<file path="config.mk">
export PLATFORM = sky130hd
export DESIGN_NAME = lc3b_mem_ctrl_flat
export DESIGN_NICKNAME = d
export VERILOG_FILES = /design/src/rtl/lc3b_mem_pkg.sv /design/src/rtl/lc3b_mem_ctrl_if.sv /design/src/rtl/lc3b_mem_lane.sv /design/src/rtl/lc3b_mem_ctrl.sv /design/src/flat_wrapper.sv
export SDC_FILE = /design/constraint.sdc
export NUM_CORES = 1
export LEC_CHECK = 0
export ABC_CLOCK_PERIOD_IN_PS = 2350
export CAP_MARGIN = 20
export CELL_PAD_IN_SITES_DETAIL_PLACEMENT = 2
export CELL_PAD_IN_SITES_GLOBAL_PLACEMENT = 2
export CORE_UTILIZATION = 28
export DETAILED_ROUTE_END_ITERATION = 8
export GPL_TIMING_DRIVEN = 0
export PLACE_DENSITY = 0.94
export REMOVE_ABC_BUFFERS = 1
export SETUP_SLACK_MARGIN = 0.1
export SLEW_MARGIN = 30
export SYNTH_ARGS = -nofsm -noshare
export SYNTH_HDL_FRONTEND = slang
export SYNTH_SLANG_ARGS = --single-unit
export TNS_END_PERCENT = 5
</file>
<file path="constraint.sdc">
create_clock -name clk -period 2.35 [get_ports clk]
set_input_delay 0.3525 -clock clk [delete_from_list [all_inputs] [get_ports clk]]
set_output_delay 0.3525 -clock clk [all_outputs]
set_load 0.005 [all_outputs]
</file>
<file path="src/rtl/lc3b_mem_pkg.sv">
// Shared types and constants for the LC-3b memory-access controller.
package lc3b_mem_pkg;

    typedef enum logic [1:0] {
        IDLE   = 2'd0,
        ACCESS = 2'd1,
        RESP   = 2'd2
    } state_e;

    // Byte write enables {hi, lo}; the odd byte of a word lives in [15:8].
    localparam logic [1:0] BE_NONE = 2'b00;
    localparam logic [1:0] BE_LO   = 2'b01;
    localparam logic [1:0] BE_HI   = 2'b10;
    localparam logic [1:0] BE_WORD = 2'b11;

    localparam int DEFAULT_TIMEOUT = 255;
    localparam int CNT_W           = 8;

    function automatic logic [15:0] word_align(input logic [15:0] addr);
        return {addr[15:1], 1'b0};
    endfunction

endpackage

</file>
<file path="src/rtl/lc3b_mem_ctrl_if.sv">
// Request/response bus from the MAR/MDR datapath plus the unified memory port.
// master = datapath/memory side, slave = the controller.
interface lc3b_mem_ctrl_if;

    logic        req_valid;
    logic        req_ready;
    logic        req_we;
    logic        req_byte;
    logic [15:0] req_addr;
    logic [15:0] req_wdata;

    logic        resp_valid;
    logic [15:0] resp_rdata;
    logic        resp_err;

    logic        mem_en;
    logic [1:0]  mem_we;
    logic [15:0] mem_addr;
    logic [15:0] mem_wdata;
    logic [15:0] mem_rdata;
    logic        mem_r;

    modport master (
        output req_valid, req_we, req_byte, req_addr, req_wdata, mem_rdata, mem_r,
        input  req_ready, resp_valid, resp_rdata, resp_err,
               mem_en, mem_we, mem_addr, mem_wdata
    );

    modport slave (
        input  req_valid, req_we, req_byte, req_addr, req_wdata, mem_rdata, mem_r,
        output req_ready, resp_valid, resp_rdata, resp_err,
               mem_en, mem_we, mem_addr, mem_wdata
    );

endinterface

</file>
<file path="src/rtl/lc3b_mem_lane.sv">
// Byte-lane steering: store data replication, byte enables, load lane extraction.
module lc3b_mem_lane
    import lc3b_mem_pkg::*;
(
    input  logic        wr_we,
    input  logic        wr_byte,
    input  logic        wr_addr0,
    input  logic [15:0] wr_data,
    output logic [1:0]  wr_be,
    output logic [15:0] wr_data_lane,
    input  logic        rd_byte,
    input  logic        rd_addr0,
    input  logic [15:0] rd_data,
    output logic [15:0] rd_data_lane
);

    // Byte stores put the low byte on both lanes and enable only the addressed one;
    // byte loads return the addressed lane zero-extended.
    always_comb begin
        wr_be = BE_NONE;
        if (wr_we) begin
            if (wr_byte) begin
                wr_be = wr_addr0 ? BE_HI : BE_LO;
            end else begin
                wr_be = BE_WORD;
            end
        end
        wr_data_lane = wr_byte ? {wr_data[7:0], wr_data[7:0]} : wr_data;
        if (rd_byte) begin
            rd_data_lane = {8'h00, rd_addr0 ? rd_data[15:8] : rd_data[7:0]};
        end else begin
            rd_data_lane = rd_data;
        end
    end

endmodule

</file>
<file path="src/rtl/lc3b_mem_ctrl.sv">
// Memory-access controller between the MAR/MDR datapath and LC-3b unified memory.
//
//  state  | meaning
//  -------+-----------------------------------------------------------------
//  IDLE   | ready for a request; misaligned word goes straight to RESP
//  ACCESS | memory port driven, waiting for mem_r or timeout
//  RESP   | result held internally; resp_* registered out on leaving RESP
module lc3b_mem_ctrl
    import lc3b_mem_pkg::*;
#(
    parameter int TIMEOUT = DEFAULT_TIMEOUT
) (
    input  logic           clk,
    input  logic           rst_n,
    lc3b_mem_ctrl_if.slave bus
);

    localparam logic [CNT_W-1:0] TIMEOUT_C = CNT_W'(TIMEOUT);

    state_e             state_q, state_d;
    logic [CNT_W-1:0]   cnt_q, cnt_d, cnt_inc;
    logic               byte_q, byte_d;
    logic               addr0_q, addr0_d;
    logic [15:0]        rdata_q, rdata_d;
    logic               err_q, err_d;

    logic               resp_valid_d, resp_err_d, mem_en_d;
    logic [15:0]        resp_rdata_d, mem_addr_d, mem_wdata_d;
    logic [1:0]         mem_we_d;

    logic [1:0]         lane_be;
    logic [15:0]        lane_wdata, lane_rdata;

    assign bus.req_ready = (state_q == IDLE) && rst_n;
    assign cnt_inc       = cnt_q + 1'b1;

    lc3b_mem_lane u_lane (
        .wr_we        (bus.req_we),
        .wr_byte      (bus.req_byte),
        .wr_addr0     (bus.req_addr[0]),
        .wr_data      (bus.req_wdata),
        .wr_be        (lane_be),
        .wr_data_lane (lane_wdata),
        .rd_byte      (byte_q),
        .rd_addr0     (addr0_q),
        .rd_data      (bus.mem_rdata),
        .rd_data_lane (lane_rdata)
    );

    // Next-state and next-output logic; every register holds unless a state changes it.
    always_comb begin
        state_d      = state_q;
        cnt_d        = cnt_q;
        byte_d       = byte_q;
        addr0_d      = addr0_q;
        rdata_d      = rdata_q;
        err_d        = err_q;
        resp_valid_d = 1'b0;
        resp_rdata_d = bus.resp_rdata;
        resp_err_d   = bus.resp_err;
        mem_en_d     = bus.mem_en;
        mem_we_d     = bus.mem_we;
        mem_addr_d   = bus.mem_addr;
        mem_wdata_d  = bus.mem_wdata;
        case (state_q)
            IDLE: begin
                cnt_d = '0;
                if (bus.req_valid) begin
                    byte_d  = bus.req_byte;
                    addr0_d = bus.req_addr[0];
                    if (!bus.req_byte && bus.req_addr[0]) begin
                        state_d = RESP;
                        err_d   = 1'b1;
                        rdata_d = '0;
                    end else begin
                        state_d     = ACCESS;
                        mem_en_d    = 1'b1;
                        mem_we_d    = lane_be;
                        mem_addr_d  = word_align(bus.req_addr);
                        mem_wdata_d = lane_wdata;
                    end
                end
            end
            ACCESS: begin
                cnt_d = cnt_inc;
                // mem_r takes priority over a timeout landing in the same cycle.
                if (bus.mem_r) begin
                    state_d  = RESP;
                    mem_en_d = 1'b0;
                    mem_we_d = BE_NONE;
                    rdata_d  = lane_rdata;
                    err_d    = 1'b0;
                end else if (cnt_inc == TIMEOUT_C) begin
                    state_d  = RESP;
                    mem_en_d = 1'b0;
                    mem_we_d = BE_NONE;
                    rdata_d  = '0;
                    err_d    = 1'b1;
                end
            end
            RESP: begin
                state_d      = IDLE;
                cnt_d        = '0;
                resp_valid_d = 1'b1;
                resp_rdata_d = rdata_q;
                resp_err_d   = err_q;
            end
            default: begin
                state_d = IDLE;
            end
        endcase
    end

    // State, timeout counter and registered outputs with synchronous active-low reset.
    always_ff @(posedge clk) begin
        if (!rst_n) begin
            state_q        <= IDLE;
            cnt_q          <= '0;
            byte_q         <= 1'b0;
            addr0_q        <= 1'b0;
            rdata_q        <= '0;
            err_q          <= 1'b0;
            bus.resp_valid <= 1'b0;
            bus.resp_rdata <= '0;
            bus.resp_err   <= 1'b0;
            bus.mem_en     <= 1'b0;
            bus.mem_we     <= BE_NONE;
            bus.mem_addr   <= '0;
            bus.mem_wdata  <= '0;
        end else begin
            state_q        <= state_d;
            cnt_q          <= cnt_d;
            byte_q         <= byte_d;
            addr0_q        <= addr0_d;
            rdata_q        <= rdata_d;
            err_q          <= err_d;
            bus.resp_valid <= resp_valid_d;
            bus.resp_rdata <= resp_rdata_d;
            bus.resp_err   <= resp_err_d;
            bus.mem_en     <= mem_en_d;
            bus.mem_we     <= mem_we_d;
            bus.mem_addr   <= mem_addr_d;
            bus.mem_wdata  <= mem_wdata_d;
        end
    end

endmodule

</file>
<file path="src/flat_wrapper.sv">
// flat-port wrapper written by rule: the top's interface ports become plain ports
module lc3b_mem_ctrl_flat import lc3b_mem_pkg::*;
#(
    parameter int TIMEOUT = DEFAULT_TIMEOUT
)
  (clk, rst_n, bus_req_valid, bus_req_we, bus_req_byte, bus_req_addr, bus_req_wdata, bus_mem_rdata, bus_mem_r, bus_req_ready, bus_resp_valid, bus_resp_rdata, bus_resp_err, bus_mem_en, bus_mem_we, bus_mem_addr, bus_mem_wdata);
  lc3b_mem_ctrl_if bus_i ();
  input  logic clk;
  input  logic rst_n;
  input wire logic [$bits(bus_i.req_valid)-1:0] bus_req_valid;
  input wire logic [$bits(bus_i.req_we)-1:0] bus_req_we;
  input wire logic [$bits(bus_i.req_byte)-1:0] bus_req_byte;
  input wire logic [$bits(bus_i.req_addr)-1:0] bus_req_addr;
  input wire logic [$bits(bus_i.req_wdata)-1:0] bus_req_wdata;
  input wire logic [$bits(bus_i.mem_rdata)-1:0] bus_mem_rdata;
  input wire logic [$bits(bus_i.mem_r)-1:0] bus_mem_r;
  output wire logic [$bits(bus_i.req_ready)-1:0] bus_req_ready;
  output wire logic [$bits(bus_i.resp_valid)-1:0] bus_resp_valid;
  output wire logic [$bits(bus_i.resp_rdata)-1:0] bus_resp_rdata;
  output wire logic [$bits(bus_i.resp_err)-1:0] bus_resp_err;
  output wire logic [$bits(bus_i.mem_en)-1:0] bus_mem_en;
  output wire logic [$bits(bus_i.mem_we)-1:0] bus_mem_we;
  output wire logic [$bits(bus_i.mem_addr)-1:0] bus_mem_addr;
  output wire logic [$bits(bus_i.mem_wdata)-1:0] bus_mem_wdata;
  assign bus_i.req_valid = bus_req_valid;
  assign bus_i.req_we = bus_req_we;
  assign bus_i.req_byte = bus_req_byte;
  assign bus_i.req_addr = bus_req_addr;
  assign bus_i.req_wdata = bus_req_wdata;
  assign bus_i.mem_rdata = bus_mem_rdata;
  assign bus_i.mem_r = bus_mem_r;
  assign bus_req_ready = bus_i.req_ready;
  assign bus_resp_valid = bus_i.resp_valid;
  assign bus_resp_rdata = bus_i.resp_rdata;
  assign bus_resp_err = bus_i.resp_err;
  assign bus_mem_en = bus_i.mem_en;
  assign bus_mem_we = bus_i.mem_we;
  assign bus_mem_addr = bus_i.mem_addr;
  assign bus_mem_wdata = bus_i.mem_wdata;
  lc3b_mem_ctrl #(.TIMEOUT(TIMEOUT)) u_core (.clk(clk), .rst_n(rst_n), .bus(bus_i));
endmodule
</file>
==> tab_implementation.tex, run 1 <==
\begin{tabular}{lr}
\hline
Metric & Value \\
\hline
\multicolumn{2}{l}{\textbf{STA}} \\
Transition time at the pin with the least slew margin & around 730 ps \\
Worst path setup slack after routing & 281 ps \\
Final Hold Fails & 0 \\
RSZ-0062 raised after global routing & true \\
Headroom to the max-slew limit & 0.511 \\
Final Critical Period & 2070 ps \\
Skew final & 3.70 ps \\
Setup violation total in the final timing report & 0 \\
Slew Viols, Final & 0 \\
Period utilization & 0.881 \\
Maximum clock frequency & about 0.48 GHz \\
\multicolumn{2}{l}{\textbf{Clocking}} \\
Hold-fix buffers at CTS & 0 \\
Reg clk slew, reported paths & 60 ps \\
CTS Sinks & 81 \\
TritonCTS clock tree & done \\
Total clock buffers created by CTS & 9 \\
CTS root buf & sky130\_fd\_sc\_hd\_\_clkbuf\_16 \\
H-Tree Depth & 3 \\
Setup bufs post-CTS & 0 \\
Clock latency on the worst-skew pair & 350 ps \\
Number of buffers on the longest clock path & 2 \\
\multicolumn{2}{l}{\textbf{Route}} \\
DRT Wirelength & 11500 um \\
Number of detailed-routing iterations run before antenna repair & 4 \\
Antenna-violating nets left & 0 \\
Iter 0 DRT Violations & 59 \\
Via total after detailed routing & 3312 \\
Max Used Layer & met4 \\
DRC violation count after routing & 0 \\
Routed length on met3 & 751 um \\
Metal-1 WL & 4450 um \\
Wire length per cell & roughly 18 um \\
Total met2 wirelength after detailed routing & a little over 6000 um \\
Vias per inst & 5.08 \\
\multicolumn{2}{l}{\textbf{Run status}} \\
Run status & finished clean \\
\multicolumn{2}{l}{\textbf{Logic synthesis}} \\
Mux contribution to synthesized area & 0.0290 \\
Asr flop ratio synth & 0 \\
Most frequent cells after synthesis & sky130\_fd\_sc\_hd\_\_nand2\_1, sky130\_fd\_sc\_hd\_\_dfxtp\_1, sky130\_fd\_sc\_hd\_\_a21oi\_1 \\
Dominant combinational cell family by area after synthesis & simple AND/OR/NAND/NOR gates \\
Dominant cell by count in the synthesized netlist & sky130\_fd\_sc\_hd\_\_nand2\_1 \\
Post-synthesis compound-gate area fraction & 0.211 \\
Sequential share of the synthesized area & 0.470 \\
Yosys warnings & 0 \\
Number of storage elements in the synthesis netlist & 81 \\
Ys flop type & sky130\_fd\_sc\_hd\_\_dfxtp\_1 \\
Library cell with the largest summed area after synthesis & sky130\_fd\_sc\_hd\_\_dfxtp\_1 \\
Syn\_area\_per\_cell & 8.41 um\^{}2 \\
Share of the synthesized area in the top cell type & 0.470 \\
Cell count after synthesis & 410 \\
Cell area after synthesis & 0.00345 mm\^{}2 \\
Number of enable-type register cells in the synthesized netlist & 0 \\
Simple-gate portion of the synthesized area & 0.215 \\
Distinct cells, synth & between 40 and 50 \\
Synth top area cells & sky130\_fd\_sc\_hd\_\_dfxtp\_1, sky130\_fd\_sc\_hd\_\_nand2\_1, sky130\_fd\_sc\_hd\_\_a21oi\_1 \\
Post-synthesis xor/xnor area fraction & 0.0178 \\
Post-synthesis share of cell area spent on full adders, half adders and majority gates & 0.00726 \\
\multicolumn{2}{l}{\textbf{Finish}} \\
Layout Nets & between 500 and 600 \\
Footprint of the multi-input gates & 0.00169 mm\^{}2 \\
Register Area & between 0.0015 and 0.002 mm\^{}2 \\
Diode count & 0 \\
Summed area of non-filler cells in the final layout & 0.00488 mm\^{}2 \\
Area Overhead vs Synth & 41.5\% \\
Filler instances & 1333 \\
Share of cells above drive strength 1 & 0.0673 \\
\multicolumn{2}{l}{\textbf{Worst hold path}} \\
Hold path startpoint & u\_core.rdata\_q[1] \\
Hold crit path type & reg -> reg \\
\multicolumn{2}{l}{\textbf{Global routing}} \\
Number of global-route vias before repair & 3681 \\
Wire length of the first global-routing pass & approximately 19000 um \\
Overflow left after global routing & 0 \\
Initial antenna violation count & 0 \\
Global routing usage summed across all routing layers & 0.190 \\
Pin count of the biggest net entering global routing & 58 \\
\multicolumn{2}{l}{\textbf{Critical path}} \\
Critical path cell sequence & dlygate4sd2\_1 -> inv\_1 -> a31oi\_1 -> nor2\_4 -> a21boi\_2 -> o211a\_1 \\
Kind of start point of the critical path & input port \\
Startpoint of the worst-slack reg-to-reg timing path & u\_core.state\_q[1] \\
Crit path launch & bus\_req\_byte \\
CP endpoint kind & flop \\
CP max-delay cell & sky130\_fd\_sc\_hd\_\_dlygate4sd2\_1 \\
Worst-path maximum fanout & 18 \\
Class of the most critical setup path & in -> reg \\
Crit path required time & 2590 ps \\
Delay of the slowest cell on the worst path & 660 ps \\
Signal arrival time at the worst endpoint & 2310 ps \\
\multicolumn{2}{l}{\textbf{Place}} \\
Setup slack after placement & -796 ps \\
Post-place instance area & 0.00457 mm\^{}2 \\
Post-DP HPWL & 8040 um \\
IO buf count & 106 \\
Gp weighted congestion & about 0.77 \\
\multicolumn{2}{l}{\textbf{Power and ir drop}} \\
Pwr/cell area & a little under 700 mW/mm\^{}2 \\
Lkg Pwr & 0.00174 uW \\
Peak ir drop on the vdd network & 461 uV \\
\multicolumn{2}{l}{\textbf{Floorplanning}} \\
Number of core rows & 40 \\
Die Y & approximately 110 um \\
Area of the die & 0.0128 mm\^{}2 \\
Initial cell density of the core & 0.287 \\
Top Ports & 108 \\
Area of the placeable core & around 0.012 mm\^{}2 \\
Die Span X & 113 um \\
\multicolumn{2}{l}{\textbf{Flow run}} \\
Max-cap violations & 0 \\
\hline
\end{tabular}
[kinds of logic (layout without fill, tap and decap cells)]
family,after synthesis,count (layout)
AO/OA/AOI/OAI,115,116
XOR/XNOR,7,7
adder cells (fa/ha/maj),2,2
buffers and inverters,32,126
flip-flops,81,81
multiplexers,10,10
other,1,1
AND/OR/NAND/NOR,162,162
[worst paths after layout]
check                             end  slack, ps  depth (start not counted)
max                      u_core.err_q        280                          6
min          u_core.bus.resp_rdata[1]        450                          2
max reg2reg  u_core.bus.mem_wdata[15]        290                          6
min reg2reg  u_core.bus.resp_rdata[1]        450                          2
[layout by cell type, fill, tap and decap left out, types with 2 or more instances in the layout]
master / count
sky130_fd_sc_hd__dfxtp_1: 81
sky130_fd_sc_hd__clkbuf_8: 2
sky130_fd_sc_hd__a21o_1: 8
sky130_fd_sc_hd__a311oi_2: 2
sky130_fd_sc_hd__nand2b_1: 3
sky130_fd_sc_hd__xor2_1: 4
sky130_fd_sc_hd__nor2_1: 22
sky130_fd_sc_hd__o21ai_0: 11
sky130_fd_sc_hd__a31oi_1: 9
sky130_fd_sc_hd__clkdlybuf4s50_1: 104
sky130_fd_sc_hd__a21boi_0: 2
sky130_fd_sc_hd__nor2b_1: 2
sky130_fd_sc_hd__inv_1: 3
sky130_fd_sc_hd__xnor2_1: 3
sky130_fd_sc_hd__o211a_1: 4
sky130_fd_sc_hd__a21oi_1: 61
sky130_fd_sc_hd__nand3_1: 13
sky130_fd_sc_hd__nor2_4: 2
sky130_fd_sc_hd__mux2i_1: 10
sky130_fd_sc_hd__nand3b_1: 2
sky130_fd_sc_hd__ha_1: 2
sky130_fd_sc_hd__clkinv_2: 2
sky130_fd_sc_hd__a311oi_1: 7
sky130_fd_sc_hd__and3_1: 2
sky130_fd_sc_hd__clkbuf_16: 9
sky130_fd_sc_hd__a211oi_1: 5
sky130_fd_sc_hd__nand2_1: 103
[through the flow]
step	util	hold WS, ps	total power [uW]	setup TNS [ps]	std cells
2_1_floorplan	-	429	1660	0	382
3_3_place_gp	0.378	441	1910	-51660	635
3_5_place_dp	0.381	451	1950	-15980	636
4_1_cts	0.405	459	3390	0	651
5_1_grt	0.406	474	3480	0	652
6_report	0.406	454	3350	0	652
[flip-flops by register name (all words and copies together) (netlist names), 2 cells and up]
register	flops
u_core.bus.mem_wdata	16
u_core.state_q	2
u_core.rdata_q	16
u_core.cnt_q	8
u_core.bus.resp_rdata	16
u_core.bus.mem_addr	15
u_core.bus.mem_we	2
[layout make-up]
| type | count | share of cell area |
|---|---|---|
| multi-input cells | 298 | 0.346 |
| clock inverters | 3 | 0.00820 |
| clock buffers | 12 | 0.0526 |
| repair buffers | 107 | 0.220 |
| inverters | 4 | 0.00410 |
| well taps | 147 | 0.0377 |
| flip-flops and latches | 81 | 0.332 |
[report_power, final]
part	total [uW]	switching [uW]	internal, uW	leakage, uW
clock network	1430	556	871	0.000148
registers	1470	45.3	1430	0.000659
logic	445	223	223	0.000932
[critical path: cells and delay by family]
kind / cells / cell delay [ps]
simple gates: 1 / 180
compound gates: 3 / 800
buf+inv: 2 / 980
[layer usage]
metal,GRT usage,up-vias
met2,0.363,95
met5,0,-
met4,0.0684,0
li1,-,1594
met1,0.186,1610
met3,0.0723,13
[repair_timing]
item	4_1_cts	5_1_grt
gates resized for setup	8	1
endpoints found under the setup margin	34	16
cloned	0	1
Note: power is estimated with default switching activity, not from simulation.
==> run 2: changes to the inputs <==
--- a/config.mk
+++ b/config.mk
@@ -5,14 +5,15 @@
 export SDC_FILE = /design/constraint.sdc
 export NUM_CORES = 1
 export LEC_CHECK = 0
-export ABC_CLOCK_PERIOD_IN_PS = 2350
+export ABC_CLOCK_PERIOD_IN_PS = 2400
 export CAP_MARGIN = 20
 export CELL_PAD_IN_SITES_DETAIL_PLACEMENT = 2
 export CELL_PAD_IN_SITES_GLOBAL_PLACEMENT = 2
-export CORE_UTILIZATION = 28
+export CORE_UTILIZATION = 38
 export DETAILED_ROUTE_END_ITERATION = 8
+export DONT_BUFFER_PORTS = 1
 export GPL_TIMING_DRIVEN = 0
-export PLACE_DENSITY = 0.94
+export PLACE_DENSITY = 0.93
 export REMOVE_ABC_BUFFERS = 1
 export SETUP_SLACK_MARGIN = 0.1
 export SLEW_MARGIN = 30
==> constraint.sdc (replaced) <==
create_clock -name clk -period 2.4 [get_ports clk]
set_input_delay 0.36 -clock clk [delete_from_list [all_inputs] [get_ports clk]]
set_output_delay 0.36 -clock clk [all_outputs]
set_load 0.005 [all_outputs]
==> tab_implementation.tex, run 2 (synthesis gave the netlist of run 1 again) <==
\begin{tabular}{lr}
\hline
Metric & Value \\
\hline
\multicolumn{2}{l}{\textbf{Place}} \\
Gp weighted congestion & approximately 0.74 \\
Post-DP HPWL & between 6000 and 7000 um \\
Placed cell count & around 500 \\
IO buf count & 0 \\
\multicolumn{2}{l}{\textbf{Floorplanning}} \\
Die Span X & 97.3 um \\
Area of the die & $\sim$0.0095 mm\^{}2 \\
Die Y & 97.3 um \\
Area of the placeable core & 0.00876 mm\^{}2 \\
Number of core rows & 34 \\
Top Ports & $\sim$110 \\
Initial cell density of the core & 0.393 \\
\multicolumn{2}{l}{\textbf{Critical path}} \\
Worst-path maximum fanout & 21 \\
Class of the most critical setup path & reg -> reg \\
Combined buffer and inverter count along the critical path & 1 \\
Kind of start point of the critical path & flop \\
Signal arrival time at the worst endpoint & 2330 ps \\
CP delay by family, top & compound AO/OA/AOI/OAI gates \\
Delay of the slowest cell on the worst path & 510 ps \\
Most prevalent standard cell on the critical path & sky130\_fd\_sc\_hd\_\_nand2\_1 \\
Crit path required time & 2690 ps \\
Critical path cell sequence & nor2\_1 -> nand2\_1 -> a21oi\_4 -> buf\_8 -> nand2\_1 -> a21oi\_1 \\
CP endpoint kind & flop \\
CP max-delay cell & sky130\_fd\_sc\_hd\_\_a21oi\_4 \\
\multicolumn{2}{l}{\textbf{Finish}} \\
Top flop regs & u\_core.bus.mem\_wdata: 16 flops, u\_core.bus.resp\_rdata: 16 flops, u\_core.rdata\_q: 16 flops \\
Non-Filler Instances & 508 \\
Area Overhead vs Synth & 6.79\% \\
Share of cells above drive strength 1 & 0.0827 \\
Commonest cells after routing, fill and taps aside & sky130\_fd\_sc\_hd\_\_nand2\_1, sky130\_fd\_sc\_hd\_\_dfxtp\_1, sky130\_fd\_sc\_hd\_\_a21oi\_1 \\
Post-route core utilization & 0.420 \\
Layout Nets & 450 \\
Most common library cell in the layout ignoring fill and taps & sky130\_fd\_sc\_hd\_\_nand2\_1 \\
\multicolumn{2}{l}{\textbf{Clocking}} \\
Setup bufs post-CTS & 0 \\
H-Tree Depth & 3 \\
Total clock buffers created by CTS & 9 \\
CTS root buf & sky130\_fd\_sc\_hd\_\_clkbuf\_8 \\
CTS Sinks & between 80 and 90 \\
Hold-fix buffers at CTS & 0 \\
Reg clk slew, reported paths & 80 ps \\
Number of buffers on the longest clock path & 2 \\
TritonCTS clock tree & done \\
PostCTS Resize Cnt & 0 \\
Clock latency on the worst-skew pair & 360 ps \\
\multicolumn{2}{l}{\textbf{Route}} \\
Iter 0 DRT Violations & 39 \\
DRT Wirelength & slightly below 10000 um \\
Via total after detailed routing & 2880 \\
Wire length per cell & 18.9 um \\
DRC violation count after routing & 0 \\
Antenna-violating nets left & 0 \\
Vias per inst & 5.67 \\
Number of detailed-routing iterations run before antenna repair & 4 \\
\multicolumn{2}{l}{\textbf{Flow run}} \\
Max-cap violations & 0 \\
\multicolumn{2}{l}{\textbf{STA}} \\
Setup violation total in the final timing report & 0 \\
Period utilization & 0.850 \\
Transition time at the pin with the least slew margin & $\sim$820 ps \\
Final Critical Period & approximately 2000 ps \\
RSZ-0062 raised after global routing & false \\
Slew Viols, Final & 0 \\
Maximum clock frequency & 0.490 GHz \\
Final Hold Fails & 0 \\
Skew final & 9.49 ps \\
Total Neg Setup Slack & 0 ps \\
Worst slack on hold paths & 127 ps \\
Headroom to the max-slew limit & 0.454 \\
\multicolumn{2}{l}{\textbf{Power and ir drop}} \\
Overall power consumption & 2780 uW \\
Lkg Pwr & 0.00130 uW \\
Pwr/cell area & 755 mW/mm\^{}2 \\
Portion of total power attributed to sequential cells & 0.523 \\
Sw frac & 0.258 \\
Peak ir drop on the vdd network & just over 300 uV \\
Psw & 718 uW \\
Clock Power Share & 0.397 \\
Part of the power in combinational logic & 0.080 \\
Internal power component & 2060 uW \\
\multicolumn{2}{l}{\textbf{Global routing}} \\
Initial antenna violation count & 1 \\
Number of global-route vias before repair & between 3k and 4k \\
Overflow left after global routing & 0 \\
Wire length of the first global-routing pass & roughly 16000 um \\
Global routing usage summed across all routing layers & 0.206 \\
Pin count of the biggest net entering global routing & 58 \\
\multicolumn{2}{l}{\textbf{Worst hold path}} \\
Hold crit path type & in -> reg \\
\multicolumn{2}{l}{\textbf{Run status}} \\
Run status & finished clean \\
\hline
\end{tabular}
-- run 2: metrics by stage --
step	worst slack, ps	instance area [um^2]
floorplan	459	3290
finish	360	3680
detailed placement	346	3460
global placement	-77.6	3430
CTS	307	3670
global route	177	3680
-- run 2: layout make-up --
| cell class | instances | area [um^2] |
|---|---|---|
| Antenna cell | 1 | 2.50 |
| Clock buffer | 10 | 128 |
| Sequential cell | 81 | 1620 |
| Timing Repair Buffer | 1 | 15.0 |
| Inverter | 4 | 17.5 |
| Multi-Input combinational cell | 297 | 1670 |
| Tap cell | 108 | 135 |
| Clock inverter | 6 | 90.1 |
| Fill cell | 984 | 5080 |
-- run 2: power by group through the flow --
stage / combinational, uW / clock [uW] / sequential, uW
2_1_floorplan: 161 / 0 / 1470
3_3_place_gp: 203 / 0 / 1480
3_5_place_dp: 224 / 0 / 1480
4_1_cts: 226 / 1140 / 1450
5_1_grt: 250 / 1200 / 1460
6_report: 221 / 1100 / 1450
-- run 2: worst paths after layout --
kind | endpoint | slack (ps) | depth (start not counted) | start
setup / recovery | u_core.bus.mem_addr[6] | 360 | 6 | u_core.state_q[1]
hold reg to reg | u_core.bus.resp_rdata[1] | 460 | 2 | u_core.rdata_q[1]
setup reg to reg | u_core.bus.mem_addr[6] | 360 | 6 | u_core.state_q[1]
hold / removal | u_core.bus.mem_addr[5] | 130 | 2 | bus_req_addr[5]
-- run 2: worst reg2reg max path, delay by kind of cell (launching register included) --
family,cells,cell delay (ps)
simple gates,3,620
flops,1,460
compound gates,2,650
buf+inv,1,250
-- run 2: layer usage --
metal | wire length, um | share of wire | vias to the layer above | GRT usage
met4 | 153 | 0.016 | 0 | 0.0747
met1 | 3900 | 0.41 | 1400 | 0.231
li1 | - | - | 1370 | -
met2 | 4780 | 0.50 | 96 | 0.359
met3 | 765 | 0.080 | 14 | 0.0755
met5 | 0 | 0 | - | 0
==> run 3: changes to the inputs <==
--- a/config.mk
+++ b/config.mk
@@ -5,15 +5,15 @@
 export SDC_FILE = /design/constraint.sdc
 export NUM_CORES = 1
 export LEC_CHECK = 0
-export ABC_CLOCK_PERIOD_IN_PS = 2400
+export ABC_CLOCK_PERIOD_IN_PS = 1910
 export CAP_MARGIN = 20
 export CELL_PAD_IN_SITES_DETAIL_PLACEMENT = 2
 export CELL_PAD_IN_SITES_GLOBAL_PLACEMENT = 2
-export CORE_UTILIZATION = 38
+export CORE_UTILIZATION = 35
 export DETAILED_ROUTE_END_ITERATION = 8
 export DONT_BUFFER_PORTS = 1
 export GPL_TIMING_DRIVEN = 0
-export PLACE_DENSITY = 0.93
+export PLACE_DENSITY = 0.87
 export REMOVE_ABC_BUFFERS = 1
 export SETUP_SLACK_MARGIN = 0.1
 export SLEW_MARGIN = 30
==> constraint.sdc (replaced) <==
create_clock -name clk -period 1.91 [get_ports clk]
set_input_delay 0.2865 -clock clk [delete_from_list [all_inputs] [get_ports clk]]
set_output_delay 0.2865 -clock clk [all_outputs]
set_load 0.005 [all_outputs]
==> tab_implementation.tex, run 3 (synthesis gave the netlist of run 1 again) <==
\begin{tabular}{lr}
\hline
Metric & Value \\
\hline
\multicolumn{2}{l}{\textbf{Run status}} \\
Run status & finished clean \\
\multicolumn{2}{l}{\textbf{Global routing}} \\
Overflow left after global routing & 0 \\
Pin count of the biggest net entering global routing & 58 \\
Number of global-route vias before repair & 3164 \\
Global routing usage summed across all routing layers & 0.193 \\
Wire length of the first global-routing pass & 15400 um \\
Initial antenna violation count & 0 \\
\multicolumn{2}{l}{\textbf{Clocking}} \\
Clock latency on the worst-skew pair & 350 ps \\
CTS Sinks & 81 \\
Total clock buffers created by CTS & 9 \\
TritonCTS clock tree & done \\
Reg clk slew, reported paths & 80 ps \\
Number of buffers on the longest clock path & 2 \\
H-Tree Depth & 3 \\
CTS root buf & sky130\_fd\_sc\_hd\_\_clkbuf\_8 \\
\multicolumn{2}{l}{\textbf{STA}} \\
Total Neg Setup Slack & 0 ps \\
Setup violation total in the final timing report & 0 \\
Headroom to the max-slew limit & 0.429 \\
Maximum clock frequency & 0.535 GHz \\
Slew Viols, Final & 0 \\
Transition time at the pin with the least slew margin & 855 ps \\
Period utilization & 0.978 \\
Final Hold Fails & 0 \\
Worst slack on hold paths & 63.2 ps \\
Final Critical Period & 1870 ps \\
Skew final & 11.5 ps \\
RSZ-0062 raised after global routing & true \\
\multicolumn{2}{l}{\textbf{Worst hold path}} \\
Hold crit path type & in -> reg \\
Hold path startpoint & bus\_req\_addr[13] \\
\multicolumn{2}{l}{\textbf{Place}} \\
Gp weighted congestion & around 0.76 \\
IO buf count & 0 \\
Post-DP HPWL & 6700 um \\
Post-place instance area & 0.00350 mm\^{}2 \\
\multicolumn{2}{l}{\textbf{Critical path}} \\
Class of the most critical setup path & reg -> reg \\
Combined buffer and inverter count along the critical path & 1 \\
Worst-path maximum fanout & 17 \\
Delay of the slowest cell on the worst path & about 500 ps \\
Kind of start point of the critical path & flop \\
CP delay by family, top & simple AND/OR/NAND/NOR gates \\
CP max-delay cell & sky130\_fd\_sc\_hd\_\_dfxtp\_1 \\
Critical path cell sequence & and2b\_4 -> nand3\_4 -> nor2\_4 -> buf\_4 -> nand2\_1 -> a311oi\_1 \\
Crit path launch & u\_core.state\_q[0] \\
Startpoint of the worst-slack reg-to-reg timing path & u\_core.state\_q[0] \\
Crit path required time & around 2200 ps \\
CP endpoint kind & flop \\
Signal arrival time at the worst endpoint & between 2000 and 2500 ps \\
\multicolumn{2}{l}{\textbf{Finish}} \\
Most common library cell in the layout ignoring fill and taps & sky130\_fd\_sc\_hd\_\_nand2\_1 \\
Top flop regs & u\_core.bus.mem\_wdata: 16 flops, u\_core.bus.resp\_rdata: 16 flops, u\_core.rdata\_q: 16 flops \\
Area Overhead vs Synth & 8.60\% \\
Summed area of non-filler cells in the final layout & 0.00374 mm\^{}2 \\
Commonest cells after routing, fill and taps aside & sky130\_fd\_sc\_hd\_\_nand2\_1, sky130\_fd\_sc\_hd\_\_dfxtp\_1, sky130\_fd\_sc\_hd\_\_a21oi\_1 \\
Layout Nets & 454 \\
Filler instances & 1087 \\
Share of cells above drive strength 1 & 0.0970 \\
Diode count & 0 \\
\multicolumn{2}{l}{\textbf{Route}} \\
Via total after detailed routing & 2858 \\
Number of detailed-routing iterations run before antenna repair & 4 \\
Vias per inst & 5.38 \\
Antenna-violating nets left & 0 \\
DRT Wirelength & 9620 um \\
DRC violation count after routing & 0 \\
Iter 0 DRT Violations & 49 \\
Wire length per cell & between 15 and 20 um \\
\multicolumn{2}{l}{\textbf{Power and ir drop}} \\
Psw & between 800 and 900 uW \\
Sw frac & 0.264 \\
Peak ir drop on the vdd network & roughly 370 uV \\
Overall power consumption & 3340 uW \\
Lkg Pwr & 0.00131 uW \\
Clock Power Share & 0.364 \\
Pwr/cell area & 892 mW/mm\^{}2 \\
Internal power component & 2460 uW \\
Part of the power in combinational logic & 0.089 \\
Portion of total power attributed to sequential cells & 0.547 \\
\multicolumn{2}{l}{\textbf{Floorplanning}} \\
Die Y & approximately 100 um \\
Initial cell density of the core & 0.368 \\
Area of the placeable core & approximately 0.0094 mm\^{}2 \\
Top Ports & 108 \\
Number of core rows & 35 \\
Die Span X & 101 um \\
Area of the die & 0.0103 mm\^{}2 \\
\multicolumn{2}{l}{\textbf{Flow run}} \\
Max-cap violations & 0 \\
\hline
\end{tabular}
==> run 3: routing by layer <==
layer  track usage  part of all wire  vias to the layer above
li1              -                 -                     1382
met1         0.218              0.43                     1375
met2         0.338              0.47                       90
met3        0.0663             0.084                       11
met4        0.0669             0.013                        0
met5             0                 0                        -
==> run 3: cell type report <==
cell class	instances	area, um^2	share of cell area
timing repair buffer	5	82.6	0.0221
clock buffer	10	128	0.0341
sequential	81	1630	0.434
clock inverter	5	57.6	0.0154
inverter	4	17.5	0.00468
tap	129	161	0.0431
multi-input combinational	297	1670	0.447
==> run 3: per-stage QoR <==
step / std cells / worst slack, ps / util
5_1_grt: 531 / -68.3 / 0.400
4_1_cts: 528 / 96.0 / 0.396
3_3_place_gp: 511 / -577 / 0.369
6_report: 531 / 41.2 / 0.400
2_1_floorplan: 382 / -30.6 / -
3_5_place_dp: 512 / -143 / 0.373
==> run 3: worst paths after layout <==
kind                                                   to  slack (ps)  cells after the start
worst max register to register         u_core.rdata_q[15]          40                      6
worst min register to register  u_core.bus.resp_rdata[12]         460                      2
worst min-delay path              u_core.bus.mem_addr[13]          60                      2
worst max-delay path                   u_core.rdata_q[15]          40                      6
==> run 3: worst reg2reg max path: stages, from the launching register on <==
cell	delay, ps
sky130_fd_sc_hd__dfxtp_1	500
sky130_fd_sc_hd__and2b_4	260
sky130_fd_sc_hd__nand3_4	210
sky130_fd_sc_hd__nor2_4	280
sky130_fd_sc_hd__buf_4	160
sky130_fd_sc_hd__nand2_1	60
sky130_fd_sc_hd__a311oi_1	300
==> run 3: power groups by stage <==
stage          registers (uW)  logic, uW  clock network [uW]
4_1_cts                  1830        299                1260
3_5_place_dp             1870        287                   0
3_3_place_gp             1860        256                   0
2_1_floorplan            1840        203                   0
6_report                 1830        297                1220
5_1_grt                  1840        333                1340
==> run 3: timing repair <==
item | 4_1_cts | 5_1_grt
buffers inserted | 1 | 3
resized for setup | 2 | 2
pin swaps | 0 | 1
hold buffers | 0 | 0
endpoints found under the setup margin | 42 | 23
cloned | 0 | 0
